**config.mk**
```make
export PLATFORM = sky130hd
export DESIGN_NAME = neuron_mac
export DESIGN_NICKNAME = d
export VERILOG_FILES = /design/src/rtl/neuron_mac.sv
export SDC_FILE = /design/constraint.sdc
export NUM_CORES = 1
export LEC_CHECK = 0
export ABC_AREA = 1
export CAP_MARGIN = 15
export CORE_MARGIN = 3
export CORE_UTILIZATION = 40
export CTS_CLUSTER_DIAMETER = 100
export DETAILED_ROUTE_END_ITERATION = 8
export PLACE_DENSITY_LB_ADDON = 0.1
export SLEW_MARGIN = 10
export SYNTH_ARGS = -nofsm -noshare
export SYNTH_HDL_FRONTEND = slang
export SYNTH_SLANG_ARGS = --single-unit
```
**constraint.sdc**
```tcl
create_clock -name clk -period 6.7 [get_ports clk]
set_input_delay 1.005 -clock clk [delete_from_list [all_inputs] [get_ports clk]]
set_output_delay 1.005 -clock clk [all_outputs]
set_load 0.01 [all_outputs]
```
**src/rtl/neuron_mac.sv**
```systemverilog
// Per-neuron multiply-accumulate stage: streams activations against the weight
// memory, accumulates one vector, adds bias and emits a saturated Qm.f result.
module neuron_mac #(
  parameter int numWeight    = 3,
  parameter int addressWidth = 10,
  parameter int dataWidth    = 16,
  parameter int fracBits     = 8
) (
  input  logic                    clk,
  input  logic                    rst_n,
  input  logic [dataWidth-1:0]    in_data,
  input  logic                    in_valid,
  input  logic [dataWidth-1:0]    bias,
  output logic                    w_ren,
  output logic [addressWidth-1:0] w_radd,
  input  logic [dataWidth-1:0]    w_data,
  output logic [dataWidth-1:0]    out_data,
  output logic                    out_valid,
  output logic                    out_ovf
);

  localparam int pw = 2 * dataWidth;

  localparam logic [pw-1:0]        pmax = {1'b0, {(pw-1){1'b1}}};
  localparam logic [pw-1:0]        pmin = {1'b1, {(pw-1){1'b0}}};
  localparam logic [dataWidth-1:0] dmax = {1'b0, {(dataWidth-1){1'b1}}};
  localparam logic [dataWidth-1:0] dmin = {1'b1, {(dataWidth-1){1'b0}}};

  logic [addressWidth-1:0] count;
  logic                    last_in;

  logic [dataWidth-1:0] in_d;
  logic                 v1, l1;
  logic [pw-1:0]        prod_r;
  logic                 v2, l2;
  logic [pw-1:0]        acc;
  logic                 acc_ovf;
  logic [pw-1:0]        sum_r;
  logic                 sum_v, sum_ovf;

  logic [pw-1:0] in_ext, w_ext, mult;
  logic [pw:0]   acc_sum;
  logic          acc_clip;
  logic [pw-1:0] acc_sat;
  logic [pw:0]   bias_sh, res_sum;
  logic          res_clip;
  logic [pw-1:0] res, shifted;
  logic          out_clip;
  logic [dataWidth-1:0] out_sat;

  assign last_in = (count == addressWidth'(numWeight - 1));
  assign w_ren   = in_valid;
  assign w_radd  = count;

  // Both factors are sign-extended to the product width, so the low half of
  // the multiply is the exact signed product.
  assign in_ext = {{dataWidth{in_d[dataWidth-1]}}, in_d};
  assign w_ext  = {{dataWidth{w_data[dataWidth-1]}}, w_data};
  assign mult   = in_ext * w_ext;

  // One guard bit on every add: overflow shows up as the top two bits differing.
  assign acc_sum  = {acc[pw-1], acc} + {prod_r[pw-1], prod_r};
  assign acc_clip = acc_sum[pw] != acc_sum[pw-1];
  assign acc_sat  = acc_clip ? (acc_sum[pw] ? pmin : pmax) : acc_sum[pw-1:0];

  assign bias_sh  = {{(pw+1-dataWidth){bias[dataWidth-1]}}, bias} << fracBits;
  assign res_sum  = {sum_r[pw-1], sum_r} + bias_sh;
  assign res_clip = res_sum[pw] != res_sum[pw-1];
  assign res      = res_clip ? (res_sum[pw] ? pmin : pmax) : res_sum[pw-1:0];

  // Arithmetic shift truncates toward -inf; the result fits only if every bit
  // above the output sign bit is a copy of it.
  assign shifted  = $signed(res) >>> fracBits;
  assign out_clip = !((&shifted[pw-1:dataWidth-1]) || !(|shifted[pw-1:dataWidth-1]));
  assign out_sat  = out_clip ? (shifted[pw-1] ? dmin : dmax) : shifted[dataWidth-1:0];

  always_ff @(posedge clk or negedge rst_n) begin
    if (!rst_n) begin
      count <= '0;
    end else if (in_valid) begin
      count <= last_in ? '0 : count + 1'b1;
    end
  end

  always_ff @(posedge clk or negedge rst_n) begin
    if (!rst_n) begin
      in_d   <= '0;
      v1     <= 1'b0;
      l1     <= 1'b0;
      prod_r <= '0;
      v2     <= 1'b0;
      l2     <= 1'b0;
    end else begin
      v1 <= in_valid;
      l1 <= in_valid && last_in;
      if (in_valid) begin
        in_d <= in_data;
      end
      v2 <= v1;
      l2 <= l1;
      if (v1) begin
        prod_r <= mult;
      end
    end
  end

  // The last element hands the finished sum and its sticky overflow onward and
  // restarts the accumulator, so consecutive vectors need no bubble.
  always_ff @(posedge clk or negedge rst_n) begin
    if (!rst_n) begin
      acc     <= '0;
      acc_ovf <= 1'b0;
      sum_r   <= '0;
      sum_v   <= 1'b0;
      sum_ovf <= 1'b0;
    end else begin
      sum_v <= v2 && l2;
      if (v2) begin
        if (l2) begin
          sum_r   <= acc_sat;
          sum_ovf <= acc_ovf | acc_clip;
          acc     <= '0;
          acc_ovf <= 1'b0;
        end else begin
          acc     <= acc_sat;
          acc_ovf <= acc_ovf | acc_clip;
        end
      end
    end
  end

  always_ff @(posedge clk or negedge rst_n) begin
    if (!rst_n) begin
      out_data  <= '0;
      out_valid <= 1'b0;
      out_ovf   <= 1'b0;
    end else begin
      out_valid <= sum_v;
      if (sum_v) begin
        out_data <= out_sat;
        out_ovf  <= sum_ovf | res_clip | out_clip;
      end
    end
  end

endmodule

```
==> results of run 1 <==
critical path: stages:
cell and delay (ps):
clkdlybuf4s50_1 390, buf_4 170, nand2_1 90, inv_1 80
fa_1 720, fa_1 490, fa_1 500, fa_1 510
fa_1 500, inv_1 50, fa_1 470, inv_1 40
ha_1 300, a21oi_1 200, o21ai_0 120, a21oi_1 200
nand3_1 170, a21o_1 210, a21oi_1 160, xor2_1 170
o21ai_0 90
cells in the final DEF (no fill, tap or decap), types with 4 or more instances in the layout:
cell and n:
o21ai_1 15, xor2_1 32, a21oi_2 11, nand3_1 116
or2_2 5, xnor2_1 36, clkdlybuf4s50_1 77, inv_2 4
ha_1 142, nor2_1 121, dfrtp_1 139, buf_12 7
a21o_1 14, fa_1 264, o21bai_1 10, nand4_1 21
inv_6 4, o21ai_0 74, nor4_1 5, inv_1 581
nor2_2 6, nand2_2 22, a21oi_1 90, clkinvlp_4 4
buf_4 132, clkbuf_16 17, nand2_1 781, a31oi_1 9
nor3_1 16
metal layers:
layer / share of wire [%] / up-vias
met5: 0 / -
met4: 2.2 / 0
met3: 2.9 / 52
met2: 48 / 280
met1: 47 / 7939
li1: - / 8177
state kept, by name (all words and copies together), names as in the netlist, 10 cells and up:
| name | cells |
|---|---|
| acc | 32 |
| w_radd | 10 |
| prod_r | 32 |
| out_data | 16 |
| in_d | 16 |
| sum_r | 24 |
final timing paths:
kind	slack (ps)	cells past startpoint	to
min in group asynchronous	570	1	prod_r[4]$_DFFE_PN0P_
worst max-delay path	350	21	prod_r[26]$_DFFE_PN0P_
worst min register to register	360	0	l2$_DFF_PN0_
worst max register to register	670	19	prod_r[26]$_DFFE_PN0P_
max in group asynchronous	4710	2	prod_r[9]$_DFFE_PN0P_
worst min-delay path	360	0	l2$_DFF_PN0_
repair_timing:
item / in CTS / in global routing
setup endpoints to repair: 0 / 3
endpoints found under the hold margin: 0 / 0
gates resized for setup: 0 / 2
area by class of cell:
type,instances,share of cell area (%)
Sequential cell,139,15.4
Clock inverter,15,0.576
Multi-Input combinational cell,1816,60.0
Timing Repair Buffer,220,8.77
Tap cell,656,3.64
Clock buffer,17,1.88
Inverter,587,9.76
metrics by stage:
stage / TNS (ps) / cells / worst slack [ps]
final: 0 / 3450 / 349
after global routing: 0 / 3450 / 79.4
after CTS: 0 / 3448 / 269
after detailed placement: -1070 / 3416 / -172
after global placement: -582 / 3416 / -128
after floorplan: 0 / 2641 / 385
logic make-up after synthesis:
logic type | after synthesis | share of synthesized area (%)
AND/OR/NAND/NOR | 1107 | 23.1
buffers and inverters | 686 | 13.4
adder cells (fa/ha/maj) | 406 | 36.0
AO/OA/AOI/OAI | 234 | 6.75
flip-flops | 139 | 17.7
XOR/XNOR | 69 | 3.12
==> out/results.tsv, run 1 <==
stage	metric	value	unit
floorplan	ios	80	
route	routedWlPerCell	15.4	µm
floorplan	die_w	228	µm
timing	tightestPinTransition	1060	ps
grt	grt-ovfl-total	0	
synthesis	avgSynthCellArea	7.43	µm²
synthesis	yosysTopAreaCellShare	26.9	%
timing	setup_violations	0	
route	via_per_inst	4.77	
cells_and_area	seq_area	3480	µm²
clock_tree	insertion_delay	440	ps
cells_and_area	design_area	22600	µm²
critical_path	r2r_start	in_d[10]$_DFFE_PN0P_	
critical_path	crit_required	7010	ps
timing	rsz0062_at_grt	no	
place	dp_hpwl	44900	µm
route	drt_iter0_markers	910	
cells_and_area	multi_input_area	13500	µm²
synthesis	synthFlopType	dfrtp_1	
synthesis	synth-edff-count	0	
synthesis	synthCells	2641	
clock_tree	cts_max_path_buffers	2	
critical_path	worstPathArrival	6660	ps
critical_path	cp-start-kind	input port	
synthesis	synth_area	19600	µm²
cells_and_area	drive_gt1_share	8.30	%
synthesis	seq_area_frac_synth	17.7	%
grt	met3_usage	1.60	%
floorplan	start_util	40.8	%
hold_path	hold_start	l1$_DFF_PN0_	
critical_path	end_kind	register	
synthesis	synth.area.top_cells	fa_1 (27%), dfrtp_1 (18%), nand2_1 (15%)	
floorplan	rows	80	
grt	grt_max_degree	74	
floorplan	fp.dieH	228	µm
grt	grt_util_met2	37.6	%
route	drc	0	
grt	grt_pass1_wl	88100	µm
grt	first_global_vias	17065	
synthesis	synth-seq-cells	139	
timing	period_share	94.8	%
route	drt-total-wl	53200	µm
timing	period_needed	6350	ps
clock_tree	post_cts_buffers	0	
clock_tree	holdBufCountCts	0	
cells_and_area	post-route-util	46.9	%
clock_tree	cts_tree	done	
route	vias	16448	
timing	slew_headroom	28.9	%
floorplan	die_area	51800	µm²
synthesis	yosysMostFrequentCell	nand2_1	
grt	use_met1	28.8	%
floorplan	coreArea	48100	µm²
synthesis	syn_nets	3098	
place	placed_area	22000	µm²
clock_tree	cts.sinks	139	
clock_tree	cts_root_buf	clkbuf_16	
grt	track_usage	21.4	%
cells_and_area	areaGrowthSynthToFinish	15.0	%
critical_path	startpoint	w_data[1]	
synthesis	ys_types	46	
timing	fmax	157	MHz
critical_path	crit_fanout	7	
hold_path	hp-class	register to register	
clock_tree	cts-htree-levels	4	
route	postRouteAntennaNets	0	
place	place_congestion	0.896	
place	portBuffers	79	
route	dr.pass1.iters	6	
grt	busiest_layer	met2	
timing	holdWs	360	ps
timing	hold_viol_final	0	
synthesis	netlist_top_cells_count	nand2_1 (781), inv_1 (581), fa_1 (264), ha_1 (142), dfrtp_1 (139)	
synthesis	synth_warnings	0	
critical_path	worstSetupPathType	input port to register	
timing	clock_skew	14.0	ps
synthesis	yosys.area.top_type	fa_1	
clock_tree	clk_pin_slew	60	ps
timing	drv_slew	0	
cells_and_area	nFillCells	4932	
cells_and_area	nNetsFinal	3238	
synthesis	synth-async-reset-ratio	100	%
cells_and_area	diodes	0	
outcome	status	completed	
grt	antenna_found_initial	0	
clock_tree	cts_buffers	17	
run	cap_viol_max_count	0	
Power of run 1 is not shown: default switching activity piles up to over one toggle a cycle in this logic, so the estimate is an artifact.
==> inputs of run 2 (changes only) <==
CAP_MARGIN = not set   (was 15)
CORE_UTILIZATION = 44   (was 40)
==> run 2 against run 1 <==
Against the previous run: largest cell class unchanged; global-route usage increased by 1.9 points; sequential share of layout area increased by 0.17 points; cell area decreased by 1.1%; wire length decreased by 1.9%; critical path type unchanged; critical endpoint is now prod_r[31]$_DFFE_PN0P_; die area decreased by 8.9%; register-to-register slack got worse by 80 ps; worst hold slack got worse by 11 ps; clock-buffer cell count unchanged; first-iteration DRC count increased by 1.2%; core utilization increased by 4.4 points; via count decreased by 0.66%; critical path depth unchanged.
==> out/results.tsv, run 2 (synthesis results as in run 1) <==
stage	metric	value	unit	change
outcome	status	completed		
route	postRouteAntennaNets	0		unchanged
critical_path	crit_fanout	9		+2
hold_path	worst_hold_path.endpoint	l2$_DFF_PN0_		
floorplan	die_area	47200	µm²	-8.9%
clock_tree	cts_max_path_buffers	2		unchanged
timing	period_needed	6360	ps	+7.30 ps
route	wl_met3	1870	µm	+21%
timing	fin_ws	342	ps	-7.30 ps
run	cap_viol_max_count	0		unchanged
cells_and_area	drive_gt1_share	7.62	%	-0.69 points
grt	grt-ovfl-total	0		unchanged
route	via_per_inst	4.87		+2.2%
floorplan	rows	76		-5.0%
critical_path	crit_chain	clkdlybuf4s50_1 > buf_4 > nand2_1 > inv_1 > fa_2 > fa_1 > inv_1 > fa_1 > fa_1 > fa_1 > fa_1 > inv_1 > ha_1 > inv_1 > o21bai_1 > a21oi_1 > o21bai_1 > a221oi_1 > nand2_1 > xor2_1 > o21ai_0		
route	dr_wl_met2	25700	µm	-0.22%
critical_path	crit_required	6980	ps	-30 ps
route	vias	16340		-0.66%
floorplan	start_util	45.1	%	+4.3 points
grt	track_usage	23.3	%	+1.9 points
place	dp_hpwl	44100	µm	-1.6%
timing	holdWs	349	ps	-11.4 ps
critical_path	worstPathArrival	6640	ps	-20 ps
critical_path	ff2ff_path_depth	21		+2
timing	slew_headroom	23.3	%	-5.5 points
grt	antenna_found_initial	0		unchanged
route	drt_iter0_markers	921		+1.2%
grt	first_global_vias	17037		-0.16%
cells_and_area	diodes	0		unchanged
critical_path	reg2reg_to	prod_r[26]$_DFFE_PN0P_		
timing	hold_viol_final	0		unchanged
grt	grt_max_degree	78		+5.4%
cells_and_area	nNetsFinal	3214		-0.74%
critical_path	end_kind	register		
timing	setup_violations	0		unchanged
timing	rsz0062_at_grt	yes		
clock_tree	cts-htree-levels	4		unchanged
floorplan	ios	80		unchanged
critical_path	cp-start-kind	input port		
floorplan	coreArea	43600	µm²	-9.5%
hold_path	hold_depth	0		unchanged
hold_path	hold_start	l1$_DFF_PN0_		
hold_path	hp-class	register to register		
clock_tree	cts_tree	done		
timing	period_share	94.9	%	+0.11 points
floorplan	die_w	217	µm	-4.5%
route	dr.pass1.iters	5		-1
route	wirelength_met1	23800	µm	-3.9%
clock_tree	post_cts_buffers	0		unchanged
clock_tree	insertion_delay	450	ps	about the same
timing	tightestPinTransition	1150	ps	+84.5 ps
cells_and_area	final_common_cell	nand2_1		
critical_path	crit_top_cell	fa_1		
cells_and_area	top_regs	acc x32, prod_r x32, sum_r x24		
timing	drv_slew	0		unchanged
timing	fmax	157	MHz	-0.11%
route	drt-total-wl	52300	µm	-1.9%
place	portBuffers	79		unchanged
critical_path	crit_slowest_cell	fa_1		
clock_tree	cts.sinks	139		unchanged
cells_and_area	areaGrowthSynthToFinish	13.7	%	
clock_tree	clk_pin_slew	70	ps	about the same
grt	grt_pass1_wl	88000	µm	-0.11%
critical_path	slowest_delay	760	ps	+40 ps
timing	clock_skew	11.2	ps	-2.78 ps
route	dr.max_layer_used	met4		
place	dp_slack	-162	ps	+9.92 ps
clock_tree	cts_root_buf	clkbuf_16		
floorplan	fp.dieH	217	µm	-4.5%
route	routedWlPerCell	15.6	µm	+0.93%
critical_path	r2r_start	in_d[5]$_DFFE_PN0P_		
cells_and_area	layout_common_cells	nand2_1 (781), inv_1 (581), fa_1 (263)		
clock_tree	cts_buffers	17		unchanged
place	place_congestion	0.884		-1.3%
route	drc	0		unchanged
critical_path	r2r_setup_slack	590	ps	-80 ps
critical_path	worstSetupPathType	input port to register		
cells_and_area	post-route-util	51.3	%	+4.4 points
run 2: changes by cell type in the layout (fill, tap and decap cells not counted), moves of 2 or more:
cell / previous run / this run
a21oi_1: 90 / 88
a21oi_2: 11 / 13
buf_16: 2 / 0
buf_4: 132 / 109
clkinv_4: 3 / 1
clkinv_8: 0 / 3
clkinvlp_4: 4 / 1
inv_8: 3 / 7
run 2: critical path, delay by kind of cell:
family / cells / cell delay [ps]
fa+ha+maj: 7 / 3590
simple gates: 2 / 210
compound gates: 5 / 630
xor+xnor: 1 / 150
buf+inv: 6 / 1040
run 2: area by class of cell:
cell class | instances | area [µm²]
inverter | 587 | 2200
fill | 4433 | 21200
clock inverter | 15 | 170
timing repair buffer | 196 | 1770
clock buffer | 17 | 425
tap | 585 | 732
sequential | 139 | 3480
multi-input combinational | 1816 | 13500
run 2: per-stage QoR:
stage	instances	cell area, µm²	setup TNS [ps]
floorplan	2641	19600	0
detailed placement	3323	21700	-676
global route	3355	22300	-33.8
global placement	3323	21700	-242
finish	3355	22300	0
CTS	3355	22300	0
run 2: how the worst max path moves through the flow:
stage | startpoint | endpoint | slack [ps]
after floorplan | w_data[3] | prod_r[31]$_DFFE_PN0P_ | 380
after global placement | w_data[1] | prod_r[26]$_DFFE_PN0P_ | -90
after detailed placement | w_data[7] | prod_r[26]$_DFFE_PN0P_ | -160
after CTS | w_data[1] | prod_r[31]$_DFFE_PN0P_ | 300
after global routing | w_data[2] | prod_r[26]$_DFFE_PN0P_ | -30
final | w_data[2] | prod_r[31]$_DFFE_PN0P_ | 340
run 2: per-layer routing:
| layer | track usage (%) | up-vias |
|---|---|---|
| met3 | 2.42 | 44 |
| met5 | 0 | - |
| met1 | 31.2 | 7919 |
| met2 | 40.8 | 259 |
| met4 | 5.61 | 0 |
| li1 | - | 8118 |
run 2: repair_timing:
| action | in CTS | in global routing |
|---|---|---|
| hold buffers | 0 | 0 |
| resized for setup | 0 | 4 |
| setup endpoints to repair | 0 | 2 |
Power of run 2 is left out for the same reason.
